[src/rtl/wb_arbiter.sv]
// Writeback arbiter: merges ALU, load and PC results onto the single register file write port.
// Each source has a one-entry buffer; fixed priority with ALU anti-starvation and same-dest ordering.
module wb_arbiter #(
    parameter int unsigned STARVE_MAX = 3
) (
    input  logic        clk,
    input  logic        rst,
    input  logic        alu_valid,
    input  logic [2:0]  alu_dest,
    input  logic [15:0] alu_data,
    output logic        alu_ready,
    input  logic        ld_valid,
    input  logic [2:0]  ld_dest,
    input  logic [15:0] ld_data,
    output logic        ld_ready,
    input  logic        pc_valid,
    input  logic [15:0] pc_data,
    output logic        pc_ready,
    output logic        regen,
    output logic [2:0]  inaddr,
    output logic [15:0] in,
    output logic        busy
);

    localparam logic [1:0] StarveLim = 2'(STARVE_MAX);

    logic        pc_full_q;
    logic [15:0] pc_data_q;
    logic        ld_full_q;
    logic [2:0]  ld_dest_q;
    logic [15:0] ld_data_q;
    logic        alu_full_q;
    logic [2:0]  alu_dest_q;
    logic [15:0] alu_data_q;
    logic        age_q;      // ALU entry is older than the LD entry
    logic [1:0]  starve_q;

    logic grant_pc, grant_ld, grant_alu;
    logic same_dest;
    logic pc_fire, ld_fire, alu_fire;

    always_comb begin
        grant_pc  = 1'b0;
        grant_ld  = 1'b0;
        grant_alu = 1'b0;
        same_dest = ld_full_q && alu_full_q && (ld_dest_q == alu_dest_q);
        if (pc_full_q) begin
            grant_pc = 1'b1;
        end else if (same_dest) begin
            if (age_q) grant_alu = 1'b1;
            else       grant_ld  = 1'b1;
        end else if (alu_full_q && (starve_q == StarveLim)) begin
            grant_alu = 1'b1;
        end else if (ld_full_q) begin
            grant_ld = 1'b1;
        end else if (alu_full_q) begin
            grant_alu = 1'b1;
        end
    end

    // Readys never look at the valids; rst keeps them low while reset is held.
    assign pc_ready  = !rst && (!pc_full_q  || grant_pc);
    assign ld_ready  = !rst && (!ld_full_q  || grant_ld);
    assign alu_ready = !rst && (!alu_full_q || grant_alu);

    assign pc_fire  = pc_valid  && pc_ready;
    assign ld_fire  = ld_valid  && ld_ready;
    assign alu_fire = alu_valid && alu_ready;

    assign busy = pc_full_q || ld_full_q || alu_full_q;

    always_comb begin
        regen  = grant_pc || grant_ld || grant_alu;
        inaddr = 3'd0;
        in     = 16'd0;
        if (grant_pc) begin
            inaddr = 3'd7;
            in     = pc_data_q;
        end else if (grant_ld) begin
            inaddr = ld_dest_q;
            in     = ld_data_q;
        end else if (grant_alu) begin
            inaddr = alu_dest_q;
            in     = alu_data_q;
        end
    end

    always_ff @(posedge clk or posedge rst) begin
        if (rst) begin
            pc_full_q  <= 1'b0;
            pc_data_q  <= 16'd0;
            ld_full_q  <= 1'b0;
            ld_dest_q  <= 3'd0;
            ld_data_q  <= 16'd0;
            alu_full_q <= 1'b0;
            alu_dest_q <= 3'd0;
            alu_data_q <= 16'd0;
            age_q      <= 1'b0;
            starve_q   <= 2'd0;
        end else begin
            if (pc_fire) begin
                pc_full_q <= 1'b1;
                pc_data_q <= pc_data;
            end else if (grant_pc) begin
                pc_full_q <= 1'b0;
            end

            if (ld_fire) begin
                ld_full_q <= 1'b1;
                ld_dest_q <= ld_dest;
                ld_data_q <= ld_data;
            end else if (grant_ld) begin
                ld_full_q <= 1'b0;
            end

            if (alu_fire) begin
                alu_full_q <= 1'b1;
                alu_dest_q <= alu_dest;
                alu_data_q <= alu_data;
            end else if (grant_alu) begin
                alu_full_q <= 1'b0;
            end

            // A new ALU entry is older only if no LD entry remains behind it.
            if (alu_fire && ld_fire) begin
                age_q <= 1'b1;
            end else if (alu_fire) begin
                age_q <= !(ld_full_q && !grant_ld);
            end else if (ld_fire) begin
                age_q <= alu_full_q && !grant_alu;
            end

            if (!alu_full_q || grant_alu) begin
                starve_q <= 2'd0;
            end else if (grant_ld && (starve_q != StarveLim)) begin
                starve_q <= starve_q + 2'd1;
            end
        end
    end

endmodule

[config.mk]
export PLATFORM = sky130hd
export DESIGN_NAME = wb_arbiter
export DESIGN_NICKNAME = d
export VERILOG_FILES = /design/src/rtl/wb_arbiter.sv
export SDC_FILE = /design/constraint.sdc
export NUM_CORES = 1
export LEC_CHECK = 0
export BUFFER_PORTS_ARGS = -buffer_cell sky130_fd_sc_hd__buf_2
export CAP_MARGIN = 20
export CORE_UTILIZATION = 52
export CTS_CLUSTER_SIZE = 40
export DETAILED_ROUTE_END_ITERATION = 10
export GPL_ROUTABILITY_DRIVEN = 0
export GPL_TIMING_DRIVEN = 1
export PLACE_DENSITY = 0.78
export SETUP_SLACK_MARGIN = 0.1
export SYNTH_ARGS = -nofsm -noshare
export SYNTH_HDL_FRONTEND = slang
export SYNTH_SLANG_ARGS = --single-unit
[constraint.sdc]
create_clock -name clk -period 3.5 [get_ports clk]
set_input_delay 0.175 -clock clk [delete_from_list [all_inputs] [get_ports clk]]
set_output_delay 0.175 -clock clk [all_outputs]
set_load 0.05 [all_outputs]
---- Yosys cells after proc, flatten, opt, wreduce, memory -nomap -nowiden ----
Index checks and enable logic that the tools add are counted.
storage, ports and cells
  bits in registers ....................... 60
  word-level logic and storage cells ...... 75
cells by class
  add/sub/neg operators ................... 1
  eq/ne operators ......................... 3
  mux-type cells .......................... 29
  reduce and logical (&&, ||, !) cells .... 32
operators with widths
  cell                                           count
  two-way mux 16 bit                             3
  two-way mux 1 bit                              21
  logical AND 1 bit                              13
  two-way mux 3 bit                              3
  nonzero test 2 bit                             4
  logical NOT 1 bit                              7
  logical OR 1 bit                               7
  two-way mux 2 bit                              2
  equality test 3 bit                            1
  nonzero test 3 bit                             1
  adder 2 x 1 -> 2 bit (second input constant)   1
  equality test 2 bit (second input constant)    1
  inequality test 2 bit (second input constant)  1

---- Logic depth before layout (Yosys ltp) ----
  depth after elaboration ................. 11
  gate-level depth with buffers ........... 8
  depth with buffers taken out ............ 6

---- Least setup slack after synthesis ----
OpenSTA, ideal clock, no wires.
  path type ............................... input-to-reg
  start point ............................. in rst
  end point ............................... reg ld_data_q[10]
  arrival ................................. 2.908 ns
  required time ........................... 3.375 ns
  slack ................................... 0.467 ns
  stages .................................. 5
  path buffers ............................ 1
  cell sequence ........................... inv_1 -> nand2_1 -> nor2_2 -> buf_4 -> mux2_2
between the ends
  cells in the longest elaborated chain, start to end .. 3
ends and longest elaborated chain
  element                             RTL line  RTL
  start, declared                     7         input logic rst,
  logical NOT 1 bit (no source line)  -
  logical AND 1 bit                   63        assign ld_ready = !rst && (!ld_full_q || grant_ld);
  logical AND 1 bit                   67        assign ld_fire = ld_valid && ld_ready;
  end signal, assigned                111       ld_data_q <= ld_data;
  end, declared                       31        logic [15:0] ld_data_q;
No other way between the ends.
A chain may end at the register's enable or synchronous reset.

---- Worst setup path after layout ----
  start point ............................. reg ld_dest_q[1]
  end point ............................... out in[8]
between the ends
  cells in the longest elaborated chain, start to end .. 7
  elaborated cells between the ends (all ways) .. 9
ends and longest elaborated chain
  element                 RTL line  RTL
  start, declared         30        logic [2:0] ld_dest_q;
  start signal, assigned  110       ld_dest_q <= ld_dest;
  equality test 3 bit *   46        same_dest = ld_full_q && alu_full_q && (ld_dest_q == alu_dest_q);
  logical AND 1 bit *     46
  two-way mux 1 bit       49        end else if (same_dest) begin
  two-way mux 1 bit       47        if (pc_full_q) begin
  two-way mux 16 bit      82        end else if (grant_alu) begin
  two-way mux 16 bit *    79        end else if (grant_ld) begin
  two-way mux 16 bit *    76        if (grant_pc) begin
  end, declared           21        output logic [15:0] in,
Mark *: on every way between the ends. The rest lies on a longest branch, timed or not.

==> flow_metrics.py <==
metrics = {
    "synth": {
        "synth.mux.area_fraction": 0.235,
        "synth_compound_gate_area_share": 0.0993,
        "synth_fa_ha_area_frac": 0.00438,
        "synth_warnings": 0,
        "synth_cell_type_count": 36,
        "edff_count_synth": 0,
        "synth-seq-cells": 60,
        "synthesis.instances": 222,
        "syn-num-nets": 282,
        "combinational_family_with_the_most_area_after_synthesis": "multiplexers",
        "ys_async_sr_fraction": 1.00,
        "synthesized_area_fraction_occupied_by_xor_and_xnor_cells": 0.0123,
        "synth.yosys.seq_area_share": 0.525,
        "primary_ff_master_synth": "sky130_fd_sc_hd__dfrtp_1",
        "synth_area_um2": 2860,
        "synth-simple-area-share": 0.0928,
        "synthesis.area_per_instance_um2": 12.9,
    },
    "global_route": {
        "largest_net_degree_at_the_start_of_global_routing": 61,
        "wire_length_of_the_first_global_routing_pass_mm": 10.6,
        "grt_overflow": 0,
        "via_count_of_the_first_global_routing_pass": 2159,
        "grt_antenna_before_repair": 0,
        "grt.total_usage": 0.237,
    },
    "critical_path": {
        "end_kind": "output port",
        "critical_path.cell_chain": "xor2_1 -> or4b_1 -> mux2_4 -> nor3b_2 -> buf_4 -> a221o_1 -> buf_2",
        "critical_path_required_ps": 3320,
        "cp.depth": 7,
        "reg2regPathDepth": 5,
        "cpMaxStageDelayCell": "sky130_fd_sc_hd__or4b_1",
        "r2r_setup_slk_ps": 810,
        "crit_fanout": 15,
        "arrival_ps": 2810,
        "worstSetupStartpointType": "flip-flop",
        "critical_setup_path_kind": "reg2out",
        "crit_path_max_incr_delay_ps": 650,
        "worst_path_buffer_plus_inverter_count": 2,
        "timing.critical_path.max_delay_family": "simple AND/OR/NAND/NOR gates",
    },
    "layout": {
        "antenna-diode-count": 0,
        "final_cell_area_um2": 3520,
        "multi_input_area_um2": 1270,
        "area_used_by_sequential_logic_in_the_layout_um2": 1500,
        "num-fill-cells": 402,
        "drive_gt1_frac": 0.524,
        "fin_nets": 369,
        "post_layout_utilization_of_the_core": 0.675,
        "syn2layout_area_growth_pct": 23.0,
        "final_cells": 383,
    },
    "timing": {
        "clock_skew_ps": 7.93,
        "finalSetupViolCount": 0,
        "tightest_slew_ps": 916,
        "fin_crit_sh": 0.852,
        "timing.slew.headroom": 0.387,
        "holdWs_ps": 67.7,
        "hold_violations": 0,
        "finalWorstPathRequiredPeriod_ps": 2980,
        "fmax_ghz": 0.335,
        "postLayoutSetupSlackWorst_ps": 517,
        "rsz_0062_raised_after_global_routing": "false",
        "maxSlewViolCount": 0,
        "setup_tns_ps": 0,
    },
    "place": {
        "detailed_place.area_um2": 3350,
        "buffer_ports.inserted": 82,
        "post_place_setup_slack_ps": 807,
        "place.detailed.hpwl_mm": 4.29,
        "dp_cells": 368,
    },
    "cts": {
        "clk_root_buf": "sky130_fd_sc_hd__clkbuf_8",
        "tritoncts_clock_tree": "built",
        "number_of_gates_resized_after_cts": 0,
        "clock_tree.buffer_depth": 2,
        "clkSinkCount": 60,
        "cts_setup_buffers": 0,
        "clk_transition_reported_paths_ps": 70,
        "cts_htree_levels": 3,
        "cts_inserted_buffers": 9,
        "cts_hold_repair.buffers": 0,
        "clock_insertion_delay_worst_skew_ps": 330,
    },
    "floorplan": {
        "fp.dieH_um": 76.2,
        "start_util": 0.549,
        "die_w_um": 76.2,
        "design.core.area_um2": 5200,
        "row_count": 26,
        "ioPinCount": 83,
        "die_area_um2": 5800,
    },
    "power": {
        "leakage_nw": 1.65,
        "power.ir.vdd_worst_v": 0.000370,
        "powerDensity_nw_per_um2": 574,
        "report.power.total_mw": 2.02,
    },
    "routing": {
        "vias_per_cell": 5.30,
        "detailedRoute.firstIterationViolations": 128,
        "routed_wirelength_mm": 6.21,
        "drc_errors": 0,
        "detailroute.via_count": 2030,
        "drt_pass1_iterations": 4,
        "avgRoutedWirePerCell_um": 16.2,
        "postRouteAntennaNets": 0,
    },
    "hold_path": {
        "hold_path.class": "in2reg",
        "whs_path_depth": 2,
    },
    "run_status": {
        "run_status": "finished, final reports clean",
    },
    "run": {
        "drv.max_cap_violation_count": 0,
    },
}
[cells in the final DEF, fill, tap and decap left out, types with 2 or more instances in the layout]
cell type | synthesis | layout
sky130_fd_sc_hd__nand3_1 | 3 | 3
sky130_fd_sc_hd__clkbuf_8 | 0 | 11
sky130_fd_sc_hd__buf_2 | 1 | 82
sky130_fd_sc_hd__inv_1 | 6 | 5
sky130_fd_sc_hd__nand2_1 | 4 | 4
sky130_fd_sc_hd__clkinv_2 | 0 | 2
sky130_fd_sc_hd__a221o_1 | 16 | 16
sky130_fd_sc_hd__buf_4 | 2 | 7
sky130_fd_sc_hd__or3_1 | 3 | 3
sky130_fd_sc_hd__nor2b_1 | 3 | 2
sky130_fd_sc_hd__clkbuf_1 | 8 | 2
sky130_fd_sc_hd__nor3_1 | 2 | 2
sky130_fd_sc_hd__mux2i_1 | 5 | 5
sky130_fd_sc_hd__nor2_1 | 5 | 5
sky130_fd_sc_hd__xor2_1 | 4 | 4
sky130_fd_sc_hd__nand2b_1 | 2 | 2
sky130_fd_sc_hd__dfrtp_1 | 60 | 60
sky130_fd_sc_hd__a22oi_1 | 3 | 3
sky130_fd_sc_hd__and2_1 | 16 | 16
sky130_fd_sc_hd__o21ai_0 | 7 | 7
sky130_fd_sc_hd__mux2_2 | 54 | 54
sky130_fd_sc_hd__a21oi_1 | 2 | 2
[cell families (layout without fill, tap and decap cells)]
logic type               count (synthesis)  in the layout
buffers and inverters                   19            110
adder cells (fa/ha/maj)                  1              1
AND/OR/NAND/NOR                         44             44
AO/OA/AOI/OAI                           34             34
flip-flops                              60             60
XOR/XNOR                                 4              4
multiplexers                            60             60
[worst reg2reg max path, delay by kind of cell, from the launching register on]
kind	cells	cell delay, ps
AO/OA/AOI/OAI	1	540
AND/OR/NAND/NOR	1	650
flip-flops	1	400
multiplexers	2	810
XOR/XNOR	1	180
[sequential cells by signal, summed over array words and instances (netlist names)]
| register | flops |
|---|---|
| pc_full_q | 1 |
| ld_full_q | 1 |
| ld_data_q | 16 |
| age_q | 1 |
| alu_data_q | 16 |
| starve_q | 2 |
| alu_full_q | 1 |
| pc_data_q | 16 |
| ld_dest_q | 3 |
| alu_dest_q | 3 |
[power breakdown]
part	switching, mW	leakage, nW	internal, mW
Sequential	0.0730	0.711	0.818
Clock	0.255	0.0893	0.290
Combinational	0.350	0.851	0.231
[final cells by class]
type / instances / share of cell area
clock buffers: 13 / 0.0452
flip-flops and latches: 60 / 0.427
inverters: 6 / 0.00641
well taps: 70 / 0.0249
multi-input cells: 143 / 0.362
clock inverters: 2 / 0.00285
repair buffers: 89 / 0.132
[worst paths after layout]
| path | start | to |
|---|---|---|
| worst min register to register | pc_data_q[4] | pc_data_q[4] |
| max in group asynchronous | rst | pc_data_q[1] |
| worst max register to register | ld_dest_q[1] | alu_data_q[1] |
| worst min-delay path | pc_data[5] | pc_data_q[5] |
| worst max-delay path | ld_dest_q[1] | in[8] |
| min in group asynchronous | rst | alu_data_q[12] |
[cells in the mapped netlist (2+ instances only)]
cell type | number | area share
sky130_fd_sc_hd__nor3_1 | 2 | 0.0035
sky130_fd_sc_hd__inv_1 | 6 | 0.0079
sky130_fd_sc_hd__nor2_1 | 5 | 0.0066
sky130_fd_sc_hd__o21ai_0 | 7 | 0.012
sky130_fd_sc_hd__or3_1 | 3 | 0.0066
sky130_fd_sc_hd__a21oi_1 | 2 | 0.0035
sky130_fd_sc_hd__mux2i_1 | 5 | 0.018
sky130_fd_sc_hd__nand3_1 | 3 | 0.0053
sky130_fd_sc_hd__mux2_2 | 54 | 0.21
sky130_fd_sc_hd__xor2_1 | 4 | 0.012
sky130_fd_sc_hd__dfrtp_1 | 60 | 0.53
sky130_fd_sc_hd__clkbuf_1 | 8 | 0.011
sky130_fd_sc_hd__nor2b_1 | 3 | 0.0066
sky130_fd_sc_hd__a221o_1 | 16 | 0.056
sky130_fd_sc_hd__and2_1 | 16 | 0.035
sky130_fd_sc_hd__nand2b_1 | 2 | 0.0044
sky130_fd_sc_hd__nand2_1 | 4 | 0.0053
sky130_fd_sc_hd__buf_4 | 2 | 0.0053
sky130_fd_sc_hd__a22oi_1 | 3 | 0.0079
[layer usage]
metal | wire length (um) | track usage | vias to the layer above
met5 | 0 | 0 | -
met4 | 107 | 0.102 | 0
met3 | 277 | 0.0587 | 12
met2 | 3030 | 0.378 | 53
met1 | 2800 | 0.310 | 979
li1 | - | - | 986
(Power assumes the default switching activity.)
